## config.mk

```make
export PLATFORM = sky130hd
export DESIGN_NAME = butterfly_digit_router_flat
export DESIGN_NICKNAME = d
export VERILOG_FILES = /design/src/rtl/butterfly_digit_router_pkg.sv /design/src/rtl/butterfly_digit_router_if.sv /design/src/rtl/butterfly_digit_router_rr_arbiter.sv /design/src/rtl/butterfly_digit_router.sv /design/src/flat_wrapper.sv
export SDC_FILE = /design/constraint.sdc
export NUM_CORES = 1
export LEC_CHECK = 0
export ABC_AREA = 1
export BUFFER_PORTS_ARGS = -buffer_cell sky130_fd_sc_hd__buf_2
export CAP_MARGIN = 10
export CORE_ASPECT_RATIO = 1.1
export CORE_MARGIN = 2
export CORE_UTILIZATION = 35
export CTS_CLUSTER_DIAMETER = 30
export DETAILED_ROUTE_END_ITERATION = 8
export PLACE_DENSITY_LB_ADDON = 0.15
export SLEW_MARGIN = 30
export SYNTH_ARGS = -nofsm -noshare
export SYNTH_HDL_FRONTEND = slang
export SYNTH_SLANG_ARGS = --single-unit
```

## constraint.sdc

```tcl
create_clock -name clk -period 9.1 [get_ports clk]
set_input_delay 0.91 -clock clk [delete_from_list [all_inputs] [get_ports clk]]
set_output_delay 0.91 -clock clk [all_outputs]
set_load 0.03 [all_outputs]
```

## src/rtl/butterfly_digit_router_pkg.sv

```systemverilog
// Shared types and helpers for the butterfly digit router: digit width,
// destination-tag digit extraction and credit counter sizing.
package butterfly_digit_router_pkg;

    typedef enum logic {
        IN_IDLE = 1'b0,
        IN_BODY = 1'b1
    } in_state_e;

    function automatic int unsigned digit_width(input int unsigned k);
        return (k > 1) ? 32'($clog2(k)) : 32'd1;
    endfunction

    function automatic int unsigned credit_width(input int unsigned depth);
        return 32'($clog2(depth + 1));
    endfunction

    // MSB digit selects the output at stage 0
    function automatic int unsigned route_digit(input logic [63:0] dest,
                                                input int unsigned stage,
                                                input int unsigned n,
                                                input int unsigned dw);
        logic [63:0] sel;
        sel = (dest >> ((n - 1 - stage) * dw)) & ((64'd1 << dw) - 64'd1);
        return 32'(sel);
    endfunction

endpackage

```

## src/rtl/butterfly_digit_router_if.sv

```systemverilog
// Link bundle of a radix-K router: K input links and K output links.
interface butterfly_digit_router_if #(
    parameter int unsigned K          = 2,
    parameter int unsigned DEST_WIDTH = 6,
    parameter int unsigned FLIT_WIDTH = 128
);
    logic [K-1:0][FLIT_WIDTH-1:0] data_in;
    logic [K-1:0][DEST_WIDTH-1:0] dest_in;
    logic [K-1:0]                 is_tail_in;
    logic [K-1:0]                 send_in;
    logic [K-1:0]                 credit_out;
    logic [K-1:0][FLIT_WIDTH-1:0] data_out;
    logic [K-1:0][DEST_WIDTH-1:0] dest_out;
    logic [K-1:0]                 is_tail_out;
    logic [K-1:0]                 send_out;
    logic [K-1:0]                 credit_in;

    modport master (
        output data_in, dest_in, is_tail_in, send_in, credit_in,
        input  credit_out, data_out, dest_out, is_tail_out, send_out
    );

    modport slave (
        input  data_in, dest_in, is_tail_in, send_in, credit_in,
        output credit_out, data_out, dest_out, is_tail_out, send_out
    );
endinterface

```

## src/rtl/butterfly_digit_router_rr_arbiter.sv

```systemverilog
// K-way round-robin arbiter; the pointer moves past the last grantee only on adv.
module butterfly_digit_router_rr_arbiter
    import butterfly_digit_router_pkg::*;
#(
    parameter  int unsigned K  = 2,
    localparam int unsigned DW = digit_width(K)
) (
    input  logic          clk,
    input  logic          rst_n,
    input  logic [K-1:0]  req,
    input  logic          adv,
    input  logic [DW-1:0] adv_idx,
    output logic          gnt_valid_c,
    output logic [DW-1:0] gnt_idx_c
);
    logic [DW-1:0] ptr;
    logic [DW-1:0] scan;

    always_ff @(posedge clk or negedge rst_n) begin
        if (!rst_n) begin
            ptr <= '0;
        end else if (adv) begin
            ptr <= adv_idx + DW'(1);
        end
    end

    // first requester at or after the pointer wins
    always_comb begin
        gnt_valid_c = 1'b0;
        gnt_idx_c   = '0;
        scan        = '0;
        for (int k = 0; k < K; k++) begin
            scan = ptr + DW'(k);
            if (!gnt_valid_c && req[scan]) begin
                gnt_valid_c = 1'b1;
                gnt_idx_c   = scan;
            end
        end
    end
endmodule

```

## src/rtl/butterfly_digit_router.sv

```systemverilog
// Radix-K butterfly switch element: per-input flit FIFOs, destination-digit
// routing, wormhole output locks, round-robin arbitration and credit flow control.
module butterfly_digit_router
    import butterfly_digit_router_pkg::*;
#(
    parameter int unsigned K                 = 2,
    parameter int unsigned N                 = 2,
    parameter int unsigned STAGE             = 0,
    parameter int unsigned DEST_WIDTH        = 6,
    parameter int unsigned FLIT_WIDTH        = 128,
    parameter int unsigned FLIT_BUFFER_DEPTH = 4
) (
    input logic                   clk,
    input logic                   rst_n,
    butterfly_digit_router_if.slave bus
);
    localparam int unsigned DW = digit_width(K);
    localparam int unsigned CW = credit_width(FLIT_BUFFER_DEPTH);
    localparam int unsigned PW = (FLIT_BUFFER_DEPTH > 1) ? $clog2(FLIT_BUFFER_DEPTH) : 1;
    localparam logic [PW-1:0] PTR_LAST  = PW'(FLIT_BUFFER_DEPTH - 1);
    localparam logic [CW-1:0] DEPTH_CNT = CW'(FLIT_BUFFER_DEPTH);

    logic [FLIT_WIDTH-1:0] mem_data [K][FLIT_BUFFER_DEPTH];
    logic [DEST_WIDTH-1:0] mem_dest [K][FLIT_BUFFER_DEPTH];
    logic                  mem_tail [K][FLIT_BUFFER_DEPTH];
    logic [K-1:0][PW-1:0]  wr_ptr, rd_ptr;
    logic [K-1:0][CW-1:0]  fill;
    logic [K-1:0]          wr_en, deq, full, head_valid, head_tail, idle;
    logic [FLIT_WIDTH-1:0] head_data [K];
    logic [DEST_WIDTH-1:0] head_dest [K];
    logic [K-1:0][DW-1:0]  head_digit, route, route_q;
    in_state_e             in_state    [K];
    in_state_e             in_state_nx [K];

    logic [K-1:0][K-1:0]   arb_req;
    logic [K-1:0]          arb_valid, lock_valid, gnt_valid, can_send, adv;
    logic [K-1:0][DW-1:0]  arb_idx, lock_owner, gnt_idx;
    logic [K-1:0][CW-1:0]  credits;

    logic [K-1:0][FLIT_WIDTH-1:0] data_q;
    logic [K-1:0][DEST_WIDTH-1:0] dest_q;
    logic [K-1:0]                 tail_q, send_q, credit_q;

    always_comb begin
        for (int i = 0; i < K; i++) begin
            full[i]       = (fill[i] == DEPTH_CNT);
            wr_en[i]      = bus.send_in[i] && !full[i];
            head_valid[i] = (fill[i] != '0);
            head_data[i]  = mem_data[i][rd_ptr[i]];
            head_dest[i]  = mem_dest[i][rd_ptr[i]];
            head_tail[i]  = mem_tail[i][rd_ptr[i]];
            head_digit[i] = DW'(route_digit(64'(head_dest[i]), STAGE, N, DW));
        end
    end

    always_ff @(posedge clk) begin
        for (int i = 0; i < K; i++) begin
            if (wr_en[i]) begin
                mem_data[i][wr_ptr[i]] <= bus.data_in[i];
                mem_dest[i][wr_ptr[i]] <= bus.dest_in[i];
                mem_tail[i][wr_ptr[i]] <= bus.is_tail_in[i];
            end
        end
    end

    // writes to a full FIFO are dropped
    always_ff @(posedge clk or negedge rst_n) begin
        if (!rst_n) begin
            wr_ptr <= '0;
            rd_ptr <= '0;
            fill   <= '0;
        end else begin
            for (int i = 0; i < K; i++) begin
                if (wr_en[i]) wr_ptr[i] <= (wr_ptr[i] == PTR_LAST) ? '0 : wr_ptr[i] + PW'(1);
                if (deq[i])   rd_ptr[i] <= (rd_ptr[i] == PTR_LAST) ? '0 : rd_ptr[i] + PW'(1);
                fill[i] <= fill[i] + CW'(wr_en[i]) - CW'(deq[i]);
            end
        end
    end

    always_ff @(posedge clk or negedge rst_n) begin
        if (!rst_n) begin
            for (int i = 0; i < K; i++) in_state[i] <= IN_IDLE;
        end else begin
            for (int i = 0; i < K; i++) in_state[i] <= in_state_nx[i];
        end
    end

    always_comb begin
        for (int i = 0; i < K; i++) begin
            in_state_nx[i] = in_state[i];
            if (deq[i]) in_state_nx[i] = head_tail[i] ? IN_IDLE : IN_BODY;
        end
    end

    // body flits follow the route latched from their head
    always_comb begin
        for (int i = 0; i < K; i++) begin
            idle[i]  = (in_state[i] == IN_IDLE);
            route[i] = idle[i] ? head_digit[i] : route_q[i];
        end
    end

    always_ff @(posedge clk or negedge rst_n) begin
        if (!rst_n) begin
            route_q <= '0;
        end else begin
            for (int i = 0; i < K; i++) begin
                if (deq[i] && idle[i]) route_q[i] <= head_digit[i];
            end
        end
    end

    always_comb begin
        arb_req = '0;
        for (int o = 0; o < K; o++) begin
            for (int i = 0; i < K; i++) begin
                arb_req[o][i] = head_valid[i] && idle[i] && (route[i] == DW'(o));
            end
        end
    end

    for (genvar o = 0; o < K; o++) begin : g_arb
        butterfly_digit_router_rr_arbiter #(.K(K)) u_arb (
            .clk         (clk),
            .rst_n       (rst_n),
            .req         (arb_req[o]),
            .adv         (adv[o]),
            .adv_idx     (gnt_idx[o]),
            .gnt_valid_c (arb_valid[o]),
            .gnt_idx_c   (arb_idx[o])
        );
    end

    // a credit arriving this cycle may be spent this cycle
    always_comb begin
        gnt_valid = '0;
        gnt_idx   = '0;
        can_send  = '0;
        adv       = '0;
        for (int o = 0; o < K; o++) begin
            can_send[o] = (credits[o] != '0) || bus.credit_in[o];
            if (lock_valid[o]) begin
                gnt_idx[o]   = lock_owner[o];
                gnt_valid[o] = can_send[o] && head_valid[lock_owner[o]];
            end else begin
                gnt_idx[o]   = arb_idx[o];
                gnt_valid[o] = can_send[o] && arb_valid[o];
            end
            adv[o] = gnt_valid[o] && head_tail[gnt_idx[o]];
        end
    end

    always_comb begin
        deq = '0;
        for (int o = 0; o < K; o++) begin
            if (gnt_valid[o]) deq[gnt_idx[o]] = 1'b1;
        end
    end

    always_ff @(posedge clk or negedge rst_n) begin
        if (!rst_n) begin
            lock_valid <= '0;
            lock_owner <= '0;
            for (int o = 0; o < K; o++) credits[o] <= DEPTH_CNT;
        end else begin
            for (int o = 0; o < K; o++) begin
                if (gnt_valid[o]) begin
                    lock_valid[o] <= !head_tail[gnt_idx[o]];
                    lock_owner[o] <= gnt_idx[o];
                end
                case ({gnt_valid[o], bus.credit_in[o]})
                    2'b10:   credits[o] <= credits[o] - CW'(1);
                    2'b01:   credits[o] <= credits[o] + CW'(1);
                    default: credits[o] <= credits[o];
                endcase
            end
        end
    end

    always_ff @(posedge clk or negedge rst_n) begin
        if (!rst_n) begin
            send_q   <= '0;
            tail_q   <= '0;
            data_q   <= '0;
            dest_q   <= '0;
            credit_q <= '0;
        end else begin
            credit_q <= deq;
            for (int o = 0; o < K; o++) begin
                send_q[o] <= gnt_valid[o];
                tail_q[o] <= gnt_valid[o] && head_tail[gnt_idx[o]];
                data_q[o] <= gnt_valid[o] ? head_data[gnt_idx[o]] : '0;
                dest_q[o] <= gnt_valid[o] ? head_dest[gnt_idx[o]] : '0;
            end
        end
    end

    assign bus.send_out    = send_q;
    assign bus.is_tail_out = tail_q;
    assign bus.data_out    = data_q;
    assign bus.dest_out    = dest_q;
    assign bus.credit_out  = credit_q;

    for (genvar g = 0; g < K; g++) begin : g_chk
        a_fifo_overflow: assert property (@(posedge clk) disable iff (!rst_n)
            !(bus.send_in[g] && full[g]));
        a_credit_overflow: assert property (@(posedge clk) disable iff (!rst_n)
            !(bus.credit_in[g] && credits[g] == DEPTH_CNT));
    end
endmodule

```

## src/flat_wrapper.sv

```systemverilog
// flat-port wrapper written by rule: the top's interface ports become plain ports
module butterfly_digit_router_flat import butterfly_digit_router_pkg::*;
#(
    parameter int unsigned K                 = 2,
    parameter int unsigned N                 = 2,
    parameter int unsigned STAGE             = 0,
    parameter int unsigned DEST_WIDTH        = 6,
    parameter int unsigned FLIT_WIDTH        = 128,
    parameter int unsigned FLIT_BUFFER_DEPTH = 4
)
  (clk, rst_n, bus_data_in, bus_dest_in, bus_is_tail_in, bus_send_in, bus_credit_in, bus_credit_out, bus_data_out, bus_dest_out, bus_is_tail_out, bus_send_out);
  butterfly_digit_router_if #(.K(K), .DEST_WIDTH(DEST_WIDTH), .FLIT_WIDTH(FLIT_WIDTH)) bus_i ();
  input logic clk;
  input logic rst_n;
  input wire logic [$bits(bus_i.data_in)-1:0] bus_data_in;
  input wire logic [$bits(bus_i.dest_in)-1:0] bus_dest_in;
  input wire logic [$bits(bus_i.is_tail_in)-1:0] bus_is_tail_in;
  input wire logic [$bits(bus_i.send_in)-1:0] bus_send_in;
  input wire logic [$bits(bus_i.credit_in)-1:0] bus_credit_in;
  output wire logic [$bits(bus_i.credit_out)-1:0] bus_credit_out;
  output wire logic [$bits(bus_i.data_out)-1:0] bus_data_out;
  output wire logic [$bits(bus_i.dest_out)-1:0] bus_dest_out;
  output wire logic [$bits(bus_i.is_tail_out)-1:0] bus_is_tail_out;
  output wire logic [$bits(bus_i.send_out)-1:0] bus_send_out;
  assign bus_i.data_in = bus_data_in;
  assign bus_i.dest_in = bus_dest_in;
  assign bus_i.is_tail_in = bus_is_tail_in;
  assign bus_i.send_in = bus_send_in;
  assign bus_i.credit_in = bus_credit_in;
  assign bus_credit_out = bus_i.credit_out;
  assign bus_data_out = bus_i.data_out;
  assign bus_dest_out = bus_i.dest_out;
  assign bus_is_tail_out = bus_i.is_tail_out;
  assign bus_send_out = bus_i.send_out;
  butterfly_digit_router #(.K(K), .N(N), .STAGE(STAGE), .DEST_WIDTH(DEST_WIDTH), .FLIT_WIDTH(FLIT_WIDTH), .FLIT_BUFFER_DEPTH(FLIT_BUFFER_DEPTH)) u_core (.clk(clk), .rst_n(rst_n), .bus(bus_i));
endmodule
```

==> flow_summary.json <==
{
  "start_kind": "flop",
  "drtIter0Drc": 2246,
  "endpoint_kind": "flop",
  "core_area_sq_um": 150000,
  "slew_headroom": 0.338,
  "async_reset_ff_frac": 0.219,
  "yosys-top-cells-count": "1080 x edfxtp_1, 848 x nand2_1, 300 x dfrtp_1",
  "fmax_mhz": 229,
  "max_cap_viol_count": 0,
  "syn_to_final_growth_pct": 29.5,
  "numClockSinks": 1382,
  "skew_ps": 66.9,
  "hold_path_class": "in2reg",
  "firstDrtPassIters": 5,
  "tightest_slew_ps": 994,
  "grt_pass1_vias": 32100,
  "path_max_fanout": 100,
  "hpwl_mm": 90.5,
  "drive_above_1_share": 0.321,
  "synth_area_sq_um": 52600,
  "cts_resized": 0,
  "worstPathRequired_ps": 9900,
  "synth.distinct_cells": 33,
  "start_util": 0.352,
  "stdcell_area_sq_um": 68200,
  "routedWlPerCell_um": 23.9,
  "grt_pass1_wl_mm": 219,
  "crit_chain": "inv_8 > nand2_1 > nand3_2 > nand3_1 > nand3_1 > nand2_2 > inv_2 > nand2_8 > nand2_1 > ha_1 > inv_1 > ha_1 > fa_1 > xnor2_1 > xor2_1",
  "synthTopCellsByArea": "edfxtp_1 62%, dfrtp_1 14%, o22ai_2 6.1%",
  "status": "completed",
  "synth_top_cell_area_share": 0.616,
  "synth_cells": 3418,
  "path_class": "reg2reg",
  "synth_seq_cells": 1382,
  "tritoncts": "done",
  "p_leak_nw": 25.7,
  "rsz0062_at_grt": "false",
  "finalCritPeriodShare": 0.480,
  "cts-buffers-inserted": 319,
  "synth_area_leader_cell": "edfxtp_1",
  "cpPeakStageDelay_ps": 900,
  "drc_errors": 0,
  "worstPathArrival_ps": 5170,
  "post_drt_via_cell_ratio": 5.06,
  "grt_util_all_layers": 0.194,
  "ys_seq_area_frac": 0.760,
  "path_delay_family": "simple AND/OR/NAND/NOR gates",
  "synth-edff-count": 1080,
  "wirelength_mm": 151,
  "vias": 32100,
  "root_buffer": "clkbuf_16",
  "dieWidth_um": 374,
  "grt_overflow": 0,
  "io_buffer_count": 549,
  "ioPinCount": 550,
  "placed_cell_area_sq_um": 57200,
  "final_nets": 4407,
  "avgSynthCellArea_sq_um": 15.4,
  "yosys_warnings": 0,
  "clkTransAtPathRegs_ps": 50,
  "r2r_slack_ps": 4730,
  "post_cts_buffers": 0,
  "synthFlopType": "edfxtp_1",
  "powerDensity_nw_per_um2": 403,
  "yosysMostFrequentCell": "edfxtp_1",
  "slowest_stage": "dfrtp_4",
  "fillCellCount": 13300,
  "place_congestion": 0.765,
  "cts_hold_buf": 1,
  "clk_latency_ps": 910,
  "finalSetupTns_ps": 0,
  "final-max-slew-violation-count": 0,
  "antenna_found_initial": 78,
  "synth_nets": 3714,
  "setup_viol": 0,
  "antenna_left": 0,
  "rows": 149,
  "cts_buffer_depth": 4,
  "die-area_sq_um": 154000,
  "cts_max_level": 5,
  "final_util": 0.455,
  "grt_max_degree": 159,
  "ir_worst_vdd_uv": 251,
  "die_y_um": 411,
  "crit_buf_inv": 3,
  "finalHoldViolCount": 0,
  "period_needed_ps": 4370
}
==> final cells by class <==
class | count | area, sq um | area share
sequential | 1382 | 40000 | 0.587
multi-input combinational | 1762 | 11400 | 0.167
clock buffer | 388 | 8590 | 0.126
timing repair buffer | 606 | 3330 | 0.0489
tap | 1963 | 2460 | 0.0360
clock inverter | 182 | 2190 | 0.0322
inverter | 40 | 183 | 0.00268
antenna | 15 | 37.5 | 0.000551
==> metal layers <==
metal	GRT usage	share of wire
met2	0.322	0.49
met4	0.0674	0.027
met3	0.0590	0.063
met5	0	0.0028
met1	0.240	0.41
==> stage by stage <==
stage	setup WS (ps)	instances	hold slack (ps)	power (W)
floorplan	1840	3418	463	0.0140
global placement	4650	5746	482	0.0163
detailed placement	4630	5748	478	0.0163
CTS	4590	6319	121	0.0278
global route	4380	6327	159	0.0287
finish	4730	6338	213	0.0275
==> flip-flops by register name, summed over array words and instances (netlist names) <==
name and count:
u_core.mem_data 1024, u_core.bus.data_out 256, u_core.mem_dest 48, u_core.bus.dest_out 12, u_core.mem_tail 8, u_core.credits 6, u_core.fill 6, u_core.rd_ptr 4
u_core.wr_ptr 4, u_core.bus.credit_out 2, u_core.bus.is_tail_out 2, u_core.bus.send_out 2, u_core.g_arb.u_arb.ptr 2, u_core.in_state 2, u_core.lock_owner 2, u_core.lock_valid 2
==> kinds of logic after synthesis <==
| group | after synthesis | share of synthesized area |
|---|---|---|
| buffers and inverters | 274 | 0.0261 |
| adder cells (fa/ha/maj) | 20 | 0.00532 |
| AO/OA/AOI/OAI | 824 | 0.141 |
| AND/OR/NAND/NOR | 908 | 0.0664 |
| multiplexers | 2 | 0.000428 |
| flip-flops | 1382 | 0.760 |
| XOR/XNOR | 8 | 0.00133 |
==> layout by cell type (no fill, tap or decap), types with 16 or more instances in the layout <==
master	instances
clkbuf_16	329
bufinv_16	43
inv_1	33
nand2_1	848
dfrtp_1	298
a21oi_1	270
inv_6	17
buf_2	548
clkinv_2	45
buf_4	44
ha_1	16
edfxtp_1	1080
a32o_1	267
o22ai_2	255
nor2_1	22
clkinvlp_4	25
clkinv_1	30
clkbuf_1	45
==> path summary, 6_finish.rpt <==
| path | start | endpoint | cells after the start |
|---|---|---|---|
| worst max-delay path | u_core.rd_ptr[0]$_DFFE_PN0N_ | u_core.fill[2]$_DFF_PN0_ | 15 |
| worst min-delay path | bus_data_in[101] | u_core.mem_data[0][357]$_DFFE_PP_ | 1 |
| worst max register to register | u_core.rd_ptr[0]$_DFFE_PN0N_ | u_core.fill[2]$_DFF_PN0_ | 15 |
| worst min register to register | u_core.credits[2]$_DFFE_PN1P_ | u_core.credits[2]$_DFFE_PN1P_ | 1 |
| max in group asynchronous | rst_n | u_core.bus.data_out[51]$_DFF_PN0_ | 3 |
| min in group asynchronous | rst_n | u_core.bus.data_out[111]$_DFF_PN0_ | 2 |
==> worst reg2reg max path: stages (launching register included) <==
cell and delay (ps):
dfrtp_4 900, inv_8 460, nand2_1 270, nand3_2 100, nand3_1 110, nand3_1 110
nand2_2 110, inv_2 110, nand2_8 450, nand2_1 310, ha_1 360, inv_1 40
ha_1 200, fa_1 410, xnor2_1 190, xor2_1 170
==> where the power goes <==
group / leakage, nW / internal [W] / switching (W) / total, W
combinational: 6.80 / 0.00219 / 0.00487 / 0.00706
sequential: 13.7 / 0.00854 / 0.000525 / 0.00906
clock: 5.23 / 0.00789 / 0.00346 / 0.0113
total: 25.7 / 0.0186 / 0.00885 / 0.0275
(Power assumes the default switching activity.)
